[src/rtl/overload_trip_controller_pkg.sv]
// Shared state encodings for the overload trip controller, so status and top-level
// logic can decode the exported state value.
package overload_trip_controller_pkg;

   localparam int STATE_W = 3;

   typedef enum logic [STATE_W-1:0] {
      ST_IDLE    = 3'd0,
      ST_ARMED   = 3'd1,
      ST_PENDING = 3'd2,
      ST_TRIPPED = 3'd3,
      ST_LOCKOUT = 3'd4
   } trip_state_t;

endpackage

[src/rtl/overload_trip_controller_trip_timer.sv]
// Saturating up-counter with clear/enable and a terminal flag against a runtime limit.
// Clear wins over enable; the count holds once it equals the limit.
module overload_trip_controller_trip_timer #(
   parameter int CNT_W = 16
) (
   input  logic             clk,
   input  logic             reset,
   input  logic             clear,
   input  logic             enable,
   input  logic [CNT_W-1:0] limit,
   output logic             done
);

   logic [CNT_W-1:0] count;

   always_ff @(posedge clk) begin
      if (reset || clear) begin
         count <= '0;
      end else if (enable && !done) begin
         count <= count + 1'b1;
      end
   end

   assign done = (count == limit);

endmodule

[src/rtl/overload_trip_controller.sv]
// Breaker control: trips on persistent over_load, auto-recloses after a cooldown,
// and locks out after too many trips until an operator clears it.
module overload_trip_controller
   import overload_trip_controller_pkg::*;
#(
   parameter int TRIP_DELAY    = 4,
   parameter int COOLDOWN      = 8,
   parameter int MAX_RETRY     = 2,
   parameter int STABLE_CYCLES = 16,
   parameter int CNT_W         = 16
) (
   input  logic               clk,
   input  logic               reset,
   input  logic               enable,
   input  logic               over_load,
   input  logic               clear_lockout,
   output logic               breaker_on,
   output logic               tripped,
   output logic               lockout,
   output logic               trip_event,
   output logic [1:0]         retry_cnt,
   output logic [STATE_W-1:0] state
);

   // Timers flag "done" one edge early so the transition lands on the Nth edge.
   localparam logic [CNT_W-1:0] P_LIMIT = CNT_W'(TRIP_DELAY - 1);
   localparam logic [CNT_W-1:0] C_LIMIT = CNT_W'(COOLDOWN - 1);
   localparam logic [CNT_W-1:0] S_LIMIT = CNT_W'(STABLE_CYCLES - 1);
   localparam logic [1:0]       RETRY_SAT = 2'(MAX_RETRY + 1);

   trip_state_t state_q, state_d;
   logic [1:0]  retry_q, retry_d, retry_inc;
   logic        trip, go_idle;
   logic        p_clr, p_inc, p_done;
   logic        c_clr, c_inc, c_done;
   logic        s_clr, s_inc, s_done;

   assign retry_inc = (retry_q == RETRY_SAT) ? RETRY_SAT : retry_q + 2'd1;

   always_comb begin
      state_d = state_q;
      retry_d = retry_q;
      trip    = 1'b0;
      go_idle = 1'b0;
      p_clr   = 1'b0;
      p_inc   = 1'b0;
      c_clr   = 1'b0;
      c_inc   = 1'b0;
      s_clr   = 1'b0;
      s_inc   = 1'b0;

      case (state_q)
         ST_IDLE: begin
            p_clr = 1'b1;
            c_clr = 1'b1;
            s_clr = 1'b1;
            if (enable) state_d = ST_ARMED;
         end
         ST_ARMED: begin
            if (!enable) begin
               go_idle = 1'b1;
            end else if (over_load) begin
               if (TRIP_DELAY == 1) begin
                  trip = 1'b1;
               end else begin
                  state_d = ST_PENDING;
                  p_inc   = 1'b1;
               end
            end else if (s_done) begin
               retry_d = 2'd0;
               s_clr   = 1'b1;
            end else begin
               s_inc = 1'b1;
            end
         end
         ST_PENDING: begin
            if (!enable) begin
               go_idle = 1'b1;
            end else if (!over_load) begin
               state_d = ST_ARMED;
               p_clr   = 1'b1;
            end else if (p_done) begin
               trip = 1'b1;
            end else begin
               p_inc = 1'b1;
            end
         end
         ST_TRIPPED: begin
            if (!enable) begin
               go_idle = 1'b1;
            end else if (c_done) begin
               state_d = ST_ARMED;
               c_clr   = 1'b1;
            end else begin
               c_inc = 1'b1;
            end
         end
         ST_LOCKOUT: begin
            // enable is deliberately ignored here; only an operator clear exits.
            if (clear_lockout && !over_load) begin
               state_d = ST_IDLE;
               retry_d = 2'd0;
            end
         end
         default: begin
            go_idle = 1'b1;
         end
      endcase

      if (go_idle) begin
         state_d = ST_IDLE;
         retry_d = 2'd0;
         p_clr   = 1'b1;
         c_clr   = 1'b1;
         s_clr   = 1'b1;
      end else if (trip) begin
         // Trip beats the stable-period clear that may coincide on this edge.
         retry_d = retry_inc;
         p_clr   = 1'b1;
         c_clr   = 1'b1;
         s_clr   = 1'b1;
         state_d = (retry_inc == RETRY_SAT) ? ST_LOCKOUT : ST_TRIPPED;
      end
   end

   always_ff @(posedge clk) begin
      if (reset) state_q <= ST_IDLE;
      else       state_q <= state_d;
   end

   always_ff @(posedge clk) begin
      if (reset) begin
         breaker_on <= 1'b0;
         tripped    <= 1'b0;
         lockout    <= 1'b0;
         trip_event <= 1'b0;
         retry_q    <= 2'd0;
      end else begin
         breaker_on <= (state_d == ST_ARMED) || (state_d == ST_PENDING);
         tripped    <= (state_d == ST_TRIPPED);
         lockout    <= (state_d == ST_LOCKOUT);
         trip_event <= trip;
         retry_q    <= retry_d;
      end
   end

   assign retry_cnt = retry_q;
   assign state     = state_q;

   overload_trip_controller_trip_timer #(.CNT_W(CNT_W)) u_pcnt (
      .clk(clk), .reset(reset), .clear(p_clr), .enable(p_inc), .limit(P_LIMIT), .done(p_done)
   );

   overload_trip_controller_trip_timer #(.CNT_W(CNT_W)) u_ccnt (
      .clk(clk), .reset(reset), .clear(c_clr), .enable(c_inc), .limit(C_LIMIT), .done(c_done)
   );

   overload_trip_controller_trip_timer #(.CNT_W(CNT_W)) u_clean (
      .clk(clk), .reset(reset), .clear(s_clr), .enable(s_inc), .limit(S_LIMIT), .done(s_done)
   );

endmodule

[config.mk]
export PLATFORM = sky130hd
export DESIGN_NAME = overload_trip_controller
export DESIGN_NICKNAME = d
export VERILOG_FILES = /design/src/rtl/overload_trip_controller_pkg.sv /design/src/rtl/overload_trip_controller_trip_timer.sv /design/src/rtl/overload_trip_controller.sv
export SDC_FILE = /design/constraint.sdc
export NUM_CORES = 1
export LEC_CHECK = 0
export CORE_UTILIZATION = 30
export DETAILED_ROUTE_END_ITERATION = 6
export DONT_BUFFER_PORTS = 1
export MAX_ROUTING_LAYER = met4
export PLACE_DENSITY = 0.47
export SYNTH_ARGS = -nofsm -noshare
export SYNTH_HDL_FRONTEND = slang
export SYNTH_SLANG_ARGS = --single-unit
[constraint.sdc]
create_clock -name clk -period 3.5 [get_ports clk]
set_input_delay 0.35 -clock clk [delete_from_list [all_inputs] [get_ports clk]]
set_output_delay 0.35 -clock clk [all_outputs]
set_load 0.01 [all_outputs]
-- After elaboration in Yosys (flattened, before gate mapping)
Cells that the tools add are included.
Widths: inputs -> output; s select.
- register bits: 57
- input port bits: 5
- output and inout bits: 9
- logic and storage cells: 102
- add/subtract/negate cells: 4
- equal/unequal tests: 17
- multiplexer cells: 54
- reduce and logical (&&, ||, !) cells: 18
- operators by type and width (kind ; count):
    $add 16x1->16 const B ; 3
    $mux 3 ; 11
    $mux 1 ; 30
    $eq 16x2->1 const B ; 1
    $eq 16x3->1 const B ; 1
    $eq 16x4->1 const B ; 1
    $pmux 3 s5 ; 1
    $eq 3x2->1 const B ; 4
    $mux 2 ; 6
    $pmux 1 s2 ; 5
    $ne 3x3->1 const B ; 3
    $eq 3x1->1 const B ; 2
    $eq 3x3->1 const B ; 2
    $reduce_and 5->1 ; 1
    $eq 2x2->1 const B ; 2
    $logic_and 1x1->1 ; 4
    $logic_not 1->1 ; 4
    $logic_or 1x1->1 ; 4
    $pmux 2 s2 ; 1
    $reduce_or 2->1 ; 2
    $logic_not 3->1 ; 1
    $ne 3x2->1 const B ; 1
    $reduce_bool 3->1 ; 1
    $reduce_or 3->1 ; 1
    $add 2x1->2 const B ; 1

-- Depth between registers and ports, before layout
- word-level depth: 9
- depth in mapped cells: 7
- depth with buffers taken out: 5

-- Cells and area by module
A second synthesis with hierarchy kept.
- cell total of the unflattened synthesis: 435
- area, all modules: 3598.5 µm²
- modules (own cells, without submodules) (module ; instances ; cells each ; area an instance (µm²) ; seq. area each (µm²)):
    overload_trip_controller_trip_timer ; 3 ; 119 ; 996.0 ; 320.3
    overload_trip_controller ; 1 ; 78 ; 610.6 ; 180.2

-- Worst setup path before layout
No wires, ideal clock.
- path type: register to register
- from: register u_ccnt.count[0]
- to: register tripped
- arrival time: 1.778 ns
- data required time: 3.381 ns
- slack: 1.603 ns
- cell stages (with the launch flop): 8
- buffers on the path: 2
- path through: dfxtp_1 ha_1 nor4bb_1 and4_1 clkbuf_1 buf_2 a21oi_1 o221a_2
- word-level cells in the longest chain between the ends: 7
- RTL lines (element ; line ; RTL):
    from (decl) ; overload_trip_controller_trip_timer.sv:14 ; logic [CNT_W-1:0] count;
    from (signal assigned) ; overload_trip_controller_trip_timer.sv:20 ; count <= count + 1'b1;
    $eq 16x3->1 ; overload_trip_controller_trip_timer.sv:24 ; assign done = (count == limit);
    $mux 3 ; overload_trip_controller.sv:91 ; end else if (c_done) begin
    $mux 3 ; overload_trip_controller.sv:89 ; if (!enable) begin
    $pmux 3 s5 ; overload_trip_controller.sv:52 ; case (state_q)
    $mux 3 ; overload_trip_controller.sv:116 ; end else if (trip) begin
    $mux 3 ; overload_trip_controller.sv:110 ; if (go_idle) begin
    $eq 3x2->1 ; overload_trip_controller.sv:140 ; tripped <= (state_d == ST_TRIPPED);
    to (signal assigned) ; overload_trip_controller.sv:140 ;
    to (decl) ; overload_trip_controller.sv:18 ; output logic tripped,
No other way between the ends.
A chain may end at the register's enable or synchronous reset.

-- Worst setup path after layout
- from: register u_pcnt.count[0]
- to: register u_pcnt.count[8]
- word-level cells in the longest chain between the ends: 8
- elaborated cells on any way between the ends: 15
- those cells by class: add/sub: 1; eq/ne: 1; mux: 10; reduce/logical: 3
- RTL lines (element ; line ; RTL):
    from (decl) ; overload_trip_controller_trip_timer.sv:14 ;
    from (signal assigned) ; overload_trip_controller_trip_timer.sv:20 ;
    $eq 16x2->1 ; overload_trip_controller_trip_timer.sv:24 ;
    $mux 1 ; overload_trip_controller.sv:82 ; end else if (p_done) begin
    $mux 1 ; overload_trip_controller.sv:79 ; end else if (!over_load) begin
    $mux 1 ; overload_trip_controller.sv:77 ; if (!enable) begin
    $mux 1 ; overload_trip_controller.sv:52 ;
    $mux 1 ; overload_trip_controller.sv:116 ;
    $mux 1 ; overload_trip_controller.sv:110 ;
    $logic_or 1x1->1 ; overload_trip_controller_trip_timer.sv:17 ; if (reset || clear) begin
Parallel ways exist; a longest one is shown, timed or not.

==> results.md <==
* Status: completed
* Die H at 102.0 um
* Die ar. at 10410 um^2
* CP Class: flop to flop
* DIE WIDTH at 102.0 um
* Top cells by area, synth: dfxtp_1 (38%), a211oi_1 (5.5%), o31ai_1 (4.3%)
* Max Slew Vio Count at 0
* Peak supply drop at 143.9 uV
* DRC viols at 0
* Final design area excluding fillers at 3276 um^2
* Post-synth EDFFs at 0
* Drt first pass iters at 4
* Multi-input gate area at 1734 um^2
* CTS Buffer Depth at 2
* # H-tree levels at 3
* Yosys warning total at 0
* Post-route setup TNS at 0 ns
* Post-Route WL at 6949 um
* Final Hold Viols at 0
* GRT Overall Usage at 0.1477
* Std cell rows at 36
* Initial Util at 0.3085
* RePlAce Congestion at 0.8078
* Mapped Area at 3002 um^2
* Register area share after synthesis at 0.3802
* Max-cap violation count at 0
* Area Growth Syn to Fin at 9.129%
* #FFs+latches synth at 57
* Sequential cell area at 1141 um^2
* Largest net degree at the start of global routing at 33
* Vias at between 2000 and 3000
* Max-slew headroom at 0.4430
* IO Port Bufs at 0
* Clock Skew at 0.007552 ns
* Crit path max-delay family: simple AND/OR/NAND/NOR gates
* Syn nets at 362
* Gr ovfl total at 0
* Tcrit/Tclk final at 0.6800
* Post-CTS Setup Inserts at 0
* Largest area contributor in the netlist: dfxtp_1
* Post-DR wirelength/cell at 14.33 um
* Synth top area share at 0.3802
* Clk pin slew, worst setup/hold paths at around 0.07 ns
* P_leak at between 0.0008 and 0.0009 uW
* Placed Cells at roughly 470
* HP Class: input pin to flop
* Crit path buf inv count at 0
* Cell with the most instances after synthesis: dfxtp_1
* Pwr Density at 396.9 nW/um^2
* Ports at 14
* Area of the core at 9729 um^2
* Layout cells sized above 1 at 0.07102
* CP Data Required Time at 3.69 ns
* Filler cells at between 1000 and 1500
* Synth Instances at 354
* Number of DRC markers in iteration 0 at 117
* Netlist cell types at 49
* Startpoint Class: flop
* Slack of the critical path at 1.120 ns
* Least-Margin Pin Slew at 0.8324 ns
* CTS buffer count at 9
* Root Driver: clkbuf_8
* Initial antenna violation count at 0
* Place WS at 1.099 ns
* Crit-path slowest cell: o2111ai_2
* Design Power at 1300 uW
* Final setup fails at 0
* Detail-routed via count per cell at 5.522
* PostCTS Resize Cnt at 0
* Post-synth top cells: dfxtp_1 (57), a211oi_1 (22), nand2_1 (20), or3_1 (20)
* Worst-Skew Late Latency at around 0.33 ns
* Max incr delay on CP at 0.78 ns
* Non-Filler Instances at a little under 500
* Synth Flop Type: dfxtp_1
* Critical path peak fanout at 16
* # nets final at ~360
* FMAX at roughly 420 MHz
* Antenna Cells at 0
* Setup crit end kind: flop
* Cell Area, Placed at roughly 3100 um^2
* Hold_buf cts at 0
* Synth Area per Inst at 8.479 um^2
* Post-DRT Antenna Nets at 0
* DP HPWL at 4678 um
* Tmin final at approximately 2.4 ns
* First-pass GRT wire length at ~12000 um
* Worst EP arrival at about 2.6 ns
* CTS Sinks at 57
* CTS tree: yes
* Number of global-route vias before repair at 2408
* RSZ-0062 raised after global routing: false
* Asr flop ratio synth at 0
* Crit-path cells: ha_1, nor4b_1, nand4_1, o2111ai_2, nor2_1
==> placed cells by master (no fill, tap or decap), types with 3 or more instances in the layout <==
cell	count
a211oi_1	22
a21oi_1	18
and4_1	8
and4b_1	3
clkbuf_1	3
clkbuf_8	10
dfxtp_1	57
ha_1	3
inv_1	10
nand2_1	20
nand3_1	14
nand4_1	18
nor2_1	18
nor2b_1	3
nor3_1	11
nor4_1	10
nor4bb_1	4
o21ai_0	18
o31ai_1	17
or2_2	4
or3_1	20
or4_1	16
xnor2_1	6
xor2_1	4
==> registers in the layout, summed over array words and instances (netlist names) <==
register and flops:
u_ccnt.count 16, u_clean.count 16, u_pcnt.count 16, state 3, retry_cnt 2, breaker_on 1, lockout 1, trip_event 1
tripped 1
==> power breakdown <==
part | switching (uW) | internal [uW] | leakage, uW | total (uW)
sequential | 8.38 | 651 | 0.000459 | 660
clock | 256 | 347 | 0.0000974 | 603
combinational | 25.6 | 12.2 | 0.000294 | 37.9
total | 290 | 1010 | 0.000851 | 1300
==> final timing paths <==
path,slack [ns],cells after the start,endpoint,start
worst min-delay path,0.08,1,trip_event,reset
worst min register to register,0.47,2,u_clean.count[1],u_clean.count[1]
worst max-delay path,1.12,5,u_pcnt.count[8],u_pcnt.count[0]
worst max register to register,1.12,5,u_pcnt.count[8],u_pcnt.count[0]
==> layout make-up <==
type	count	area share
Clock buffer	13	0.04545
Clock inverter	3	0.01222
Inverter	10	0.01146
Multi-Input combinational cell	268	0.5294
Sequential cell	57	0.3484
Tap cell	133	0.05080
Timing Repair Buffer	1	0.002292
==> logic make-up (layout without fill, tap and decap cells) <==
family                   count (synthesis)  count (layout)  synth area share
buffers and inverters                   29              27           0.04210
flip-flops                              57              57            0.3802
adder cells (fa/ha/maj)                  3               3           0.01251
AND/OR/NAND/NOR                        164             164            0.3335
XOR/XNOR                                10              10           0.02918
AO/OA/AOI/OAI                           91              91            0.2026
==> per-stage QoR <==
| stage | utilization | hold WS, ns |
|---|---|---|
| 6_report | 0.3367 | 0.08109 |
| 5_1_grt | 0.3367 | 0.04692 |
| 4_1_cts | 0.3367 | 0.05689 |
| 3_5_place_dp | 0.3173 | 0.4250 |
| 3_3_place_gp | 0.3173 | 0.4237 |
| 2_1_floorplan | - | 0.4221 |
==> metal layers <==
layer  GRT usage  wire, um
met4     0.04505        58
met2      0.2184      3248
met5           -         0
met3     0.05130       163
met1      0.1884      3479
No activity file was read; power rests on OpenSTA's default activity.
